## src/rtl/bus_transfer_arbiter.sv

```systemverilog
// Round-robin arbiter and sequencer for register-to-register moves over the shared bus mux.
// Each move takes three cycles: arbitrate (IDLE), settle (DRIVE), write (WRITE).
//
// state | meaning
// IDLE  | bus parked on IDLE_SRC, choosing the next winner
// DRIVE | source driven onto the bus, grant held, no write yet
// WRITE | destination strobed, done/err pulse, then back to IDLE
module bus_transfer_arbiter #(
  parameter int                NREQ     = 2,
  parameter int                SRC_W    = 4,
  parameter int                DST_W    = 16,
  parameter int                MAX_SRC  = 11,
  parameter logic [SRC_W-1:0]  IDLE_SRC = 4'd12,
  parameter int                MAX_LOCK = 4
) (
  input  logic                    clk,
  input  logic                    rst,
  input  logic [NREQ-1:0]         req,
  input  logic [NREQ-1:0]         lock,
  input  logic [NREQ*SRC_W-1:0]   src,
  input  logic [NREQ*DST_W-1:0]   dst,
  output logic [SRC_W-1:0]        read_en,
  output logic [DST_W-1:0]        write_en,
  output logic [NREQ-1:0]         gnt,
  output logic [NREQ-1:0]         done,
  output logic                    err,
  output logic                    busy
);

  localparam int PW = $clog2(NREQ);
  localparam int CW = $clog2(MAX_LOCK + 1);
  localparam logic [CW-1:0]    MAX_LOCK_C = CW'(MAX_LOCK);
  localparam logic [SRC_W-1:0] MAX_SRC_C  = SRC_W'(MAX_SRC);

  typedef enum logic [1:0] {IDLE, DRIVE, WRITE} state_t;

  state_t            state;
  logic [PW-1:0]     rr_ptr;
  logic [CW-1:0]     lock_cnt;
  logic [DST_W-1:0]  cap_dst;
  logic              cap_valid;

  logic [PW-1:0]     rr_win;
  logic [PW-1:0]     win;
  logic              keep;
  logic [NREQ-1:0]   win_onehot;
  logic [SRC_W-1:0]  win_src;
  logic [DST_W-1:0]  win_dst;
  logic              win_valid;

  // Lock only extends a streak that began with a locked grant, so the first
  // grant after reset always goes through round-robin (req0 first).
  always_comb begin
    int j;
    j       = 0;
    rr_win  = rr_ptr;
    for (int k = NREQ; k >= 1; k--) begin
      j = int'(rr_ptr) + k;
      if (j >= NREQ) j = j - NREQ;
      if (req[j]) rr_win = PW'(j);
    end
    keep = (lock_cnt != '0) && (lock_cnt < MAX_LOCK_C) && req[rr_ptr] && lock[rr_ptr];
    win  = keep ? rr_ptr : rr_win;

    win_onehot = '0;
    win_src    = '0;
    win_dst    = '0;
    for (int k = 0; k < NREQ; k++) begin
      if (PW'(k) == win) begin
        win_onehot[k] = 1'b1;
        win_src       = src[k*SRC_W +: SRC_W];
        win_dst       = dst[k*DST_W +: DST_W];
      end
    end
    win_valid = (win_src <= MAX_SRC_C);
  end

  always_ff @(posedge clk or posedge rst) begin
    if (rst) begin
      state     <= IDLE;
      rr_ptr    <= PW'(NREQ - 1);
      lock_cnt  <= '0;
      cap_dst   <= '0;
      cap_valid <= 1'b0;
      read_en   <= IDLE_SRC;
      write_en  <= '0;
      gnt       <= '0;
      done      <= '0;
      err       <= 1'b0;
      busy      <= 1'b0;
    end else begin
      case (state)
        IDLE: begin
          if (req != '0) begin
            state     <= DRIVE;
            rr_ptr    <= win;
            lock_cnt  <= keep ? lock_cnt + 1'b1 : (lock[win] ? CW'(1) : '0);
            cap_dst   <= win_dst;
            cap_valid <= win_valid;
            gnt       <= win_onehot;
            busy      <= 1'b1;
            read_en   <= win_valid ? win_src : IDLE_SRC;
          end
          write_en <= '0;
          done     <= '0;
          err      <= 1'b0;
        end
        DRIVE: begin
          state    <= WRITE;
          write_en <= cap_valid ? cap_dst : '0;
          done     <= gnt;
          err      <= ~cap_valid;
        end
        WRITE: begin
          state    <= IDLE;
          read_en  <= IDLE_SRC;
          write_en <= '0;
          gnt      <= '0;
          done     <= '0;
          err      <= 1'b0;
          busy     <= 1'b0;
        end
        default: begin
          state    <= IDLE;
          read_en  <= IDLE_SRC;
          write_en <= '0;
          gnt      <= '0;
          done     <= '0;
          err      <= 1'b0;
          busy     <= 1'b0;
        end
      endcase
    end
  end

endmodule

```

## config.mk

```make
export PLATFORM = sky130hd
export DESIGN_NAME = bus_transfer_arbiter
export DESIGN_NICKNAME = d
export VERILOG_FILES = /design/src/rtl/bus_transfer_arbiter.sv
export SDC_FILE = /design/constraint.sdc
export NUM_CORES = 1
export LEC_CHECK = 0
export CAP_MARGIN = 15
export CORE_UTILIZATION = 45
export CTS_CLUSTER_SIZE = 24
export DETAILED_ROUTE_END_ITERATION = 10
export GPL_ROUTABILITY_DRIVEN = 1
export HOLD_SLACK_MARGIN = 0.02
export PLACE_DENSITY = 0.79
export SETUP_SLACK_MARGIN = 0.5
export SYNTH_ARGS = -nofsm -noshare
export SYNTH_HDL_FRONTEND = slang
export SYNTH_SLANG_ARGS = --single-unit
export TNS_END_PERCENT = 50
```

## constraint.sdc

```tcl
create_clock -name clk -period 2.4 [get_ports clk]
set_clock_uncertainty 0.05 [all_clocks]
set_input_delay 0.6 -clock clk [delete_from_list [all_inputs] [get_ports clk]]
set_output_delay 0.6 -clock clk [all_outputs]
set_load 0.02 [all_outputs]
```

==> results.sh <==
export IMPL_nets=330
export IMPL_drc_errors=10
export IMPL_path_cells="clkdlybuf4s50_1"
export IMPL_clock_tree_root_cell="clkbuf_8"
export IMPL_coreArea_um2=4440
export IMPL_cts_tree="yes"
export IMPL_ys_ff_latch=49
export IMPL_layout_drive_gt1_share_pct=13.1
export IMPL_gp_congestion=0.863
export IMPL_antenna_cells=0
export IMPL_worstHoldStart="cap_dst[1]"
export IMPL_grt_pass1_vias=1820
export IMPL_tns_ns=0
export IMPL_totalWireLength_um=5260
export IMPL_grt_pass1_wl_um=8560
export IMPL_clock_sinks=49
export IMPL_wire_per_inst_um=15.7
export IMPL_crit_buf_inv=1
export IMPL_antenna_found_initial=0
export IMPL_yosysWarnings=0
export IMPL_finalCriticalPeriod_ns=1.88
export IMPL_cts_buffer_depth=2
export IMPL_rows=24
export IMPL_yosysSeqAreaShare_pct=58.0
export IMPL_die_height_um=70.7
export IMPL_hp_class="reg2reg"
export IMPL_worstPathArrival_ns=1.23
export IMPL_worst_path_largest_cell_delay_ns=0.60
export IMPL_reg2reg_from="lock_cnt[0]"
export IMPL_syn_inst=204
export IMPL_rsz0062_at_grt="yes"
export IMPL_vias=1898
export IMPL_critical_path_slowest_cell="clkdlybuf4s50_1"
export IMPL_setup_viol=0
export IMPL_area_growth_syn_to_layout_pct=47.3
export IMPL_tightest_slew_ns=0.655
export IMPL_ant_nets=0
export IMPL_cts_htree_levels=2
export IMPL_drv_slew=0
export IMPL_insertion_delay_ns=0.30
export IMPL_startpoint="write_en[8]"
export IMPL_p_leak_nw=1.52
export IMPL_cts_made_buffers=5
export IMPL_fp_dieW_um=70.7
export IMPL_grt_usage_pct=22.3
export IMPL_start_util_pct=47.7
export IMPL_clkTransAtPathRegs_ns=0.08
export IMPL_routed_via_density=5.67
export IMPL_io_pins=72
export IMPL_maxCapViolCount=0
export IMPL_startpoint_type="flop"
export IMPL_firstDrtPassIters=8
export IMPL_crit_path_end_kind="primary output"
export IMPL_dieArea_um2=4990
export IMPL_slew_headroom_pct=56.2
export IMPL_final_common_cell="clkdlybuf4s50_1"
export IMPL_hold_slack_ns=0.456
export IMPL_period_share_pct=78.3
export IMPL_post_place_ws_ns=0.0510
export IMPL_grt_max_degree=50
export IMPL_synth_fp_nets=252
export IMPL_layout_common_cells="clkdlybuf4s50_1 (56), dfrtp_1 (46)"
export IMPL_fmax_mhz=532
export IMPL_finalPower_w=0.00362
export IMPL_synth_area_um2=2120
export IMPL_power_density_nw_per_um2=1160
export IMPL_crit_family="buffers and inverters"
export IMPL_hpwl_um=3630
export IMPL_violations="design-rule violations"
export IMPL_critPathKind="reg2out"
export IMPL_worst_slack_ns=0.522
export IMPL_io_buffers=71
export IMPL_outcome="complete, but fails checks"
export IMPL_worstPathRequired_ns=1.75
export IMPL_syn_area_per_cell_um2=10.4
export IMPL_ir_drop_v=0.000544
export IMPL_drt_iter0_markers=118
export IMPL_hold_violations=0
export IMPL_grt_ovfl_total=0
export IMPL_cp_max_fo=1
export IMPL_yosysUniqueCellTypes=33
-- through the flow --
stage               instances  util, %  cell area, um^2
CTS                       334     68.9             3060
global route              335     70.4             3130
detailed placement        326     66.1             2940
floorplan                 204        -             2120
finish                    335     70.4             3130
global placement          326     66.1             2940
-- sequential cells by signal, summed over array words and instances, names as in the netlist --
name       count
done           2
lock_cnt       3
cap_valid      1
cap_dst       16
err            1
read_en        4
rr_ptr         1
gnt            2
write_en      16
busy           1
state          2
-- metal layers --
metal | part of all wire (%) | track usage [%] | vias up
met5 | 0 | 0 | -
met3 | 6.6 | 4.42 | 8
met2 | 50 | 38.3 | 88
li1 | - | - | 885
met4 | 1.5 | 7.33 | 0
met1 | 42 | 28.7 | 917
-- synth_stat cells --
| library cell | instances | share of area, % |
|---|---|---|
| a31oi_1 | 18 | 5.3 |
| a21boi_0 | 1 | 0.35 |
| nand2b_1 | 2 | 0.59 |
| inv_1 | 6 | 1.1 |
| a211o_2 | 1 | 0.47 |
| or2_1 | 1 | 0.29 |
| nor2_1 | 18 | 3.2 |
| o22ai_1 | 1 | 0.29 |
| and3b_1 | 1 | 0.41 |
| and2_1 | 5 | 1.5 |
| o21ai_0 | 23 | 5.4 |
| o221a_2 | 1 | 0.53 |
| a2111oi_4 | 1 | 1.3 |
| nand2_1 | 9 | 1.6 |
| or3_1 | 1 | 0.29 |
| buf_2 | 6 | 1.4 |
| o21ba_2 | 1 | 0.47 |
| buf_4 | 3 | 1.1 |
| a21oi_1 | 18 | 4.2 |
| clkbuf_1 | 5 | 0.88 |
| nor2b_1 | 2 | 0.59 |
| a221oi_1 | 1 | 0.41 |
| a221o_2 | 2 | 1.1 |
| a22o_1 | 1 | 0.41 |
| ha_1 | 2 | 1.2 |
| and3_1 | 18 | 5.3 |
| nor3_1 | 2 | 0.47 |
| dfrtp_1 | 46 | 54 |
| dfstp_2 | 3 | 3.7 |
| o221ai_1 | 1 | 0.41 |
| o211ai_1 | 2 | 0.71 |
| or2_2 | 1 | 0.29 |
| buf_6 | 1 | 0.53 |
-- final timing paths --
path	to	slack, ns	cells after the start
min in group asynchronous	write_en[12]	0.60	3
max	write_en[8]	0.52	1
max reg2reg	cap_dst[13]	0.54	7
min reg2reg	write_en[1]	0.46	1
min	write_en[1]	0.46	1
max in group asynchronous	read_en[2]	1.43	3
-- cells by family after synthesis --
group / synth area share [%]
AND/OR/NAND/NOR: 14.5
flip-flops: 58.0
buffers and inverters: 4.95
adder cells (fa/ha/maj): 1.18
AO/OA/AOI/OAI: 21.4
-- power by group --
| part | internal (W) | total, W | switching [W] |
|---|---|---|---|
| Sequential | 0.00117 | 0.00137 | 0.000204 |
| Clock | 0.000340 | 0.000602 | 0.000262 |
| Combinational | 0.000770 | 0.00165 | 0.000875 |
-- timing repair --
item | 4_1_cts | 5_1_grt
pin swaps | 0 | 1
gates resized for setup | 8 | 22
setup endpoints to repair | 24 | 40
hold buffers | 0 | 0
buffers inserted | 0 | 1
-- layout make-up --
cell class                 count  area [um^2]
clock buffer                   7         86.3
clock inverter                 1         30.0
sequential                    49         1230
tap                           52         65.1
multi-input combinational    134          827
fill                         312         1320
timing repair buffer          86          866
inverter                       6         22.5
Power figures use the tool's default switching activity.
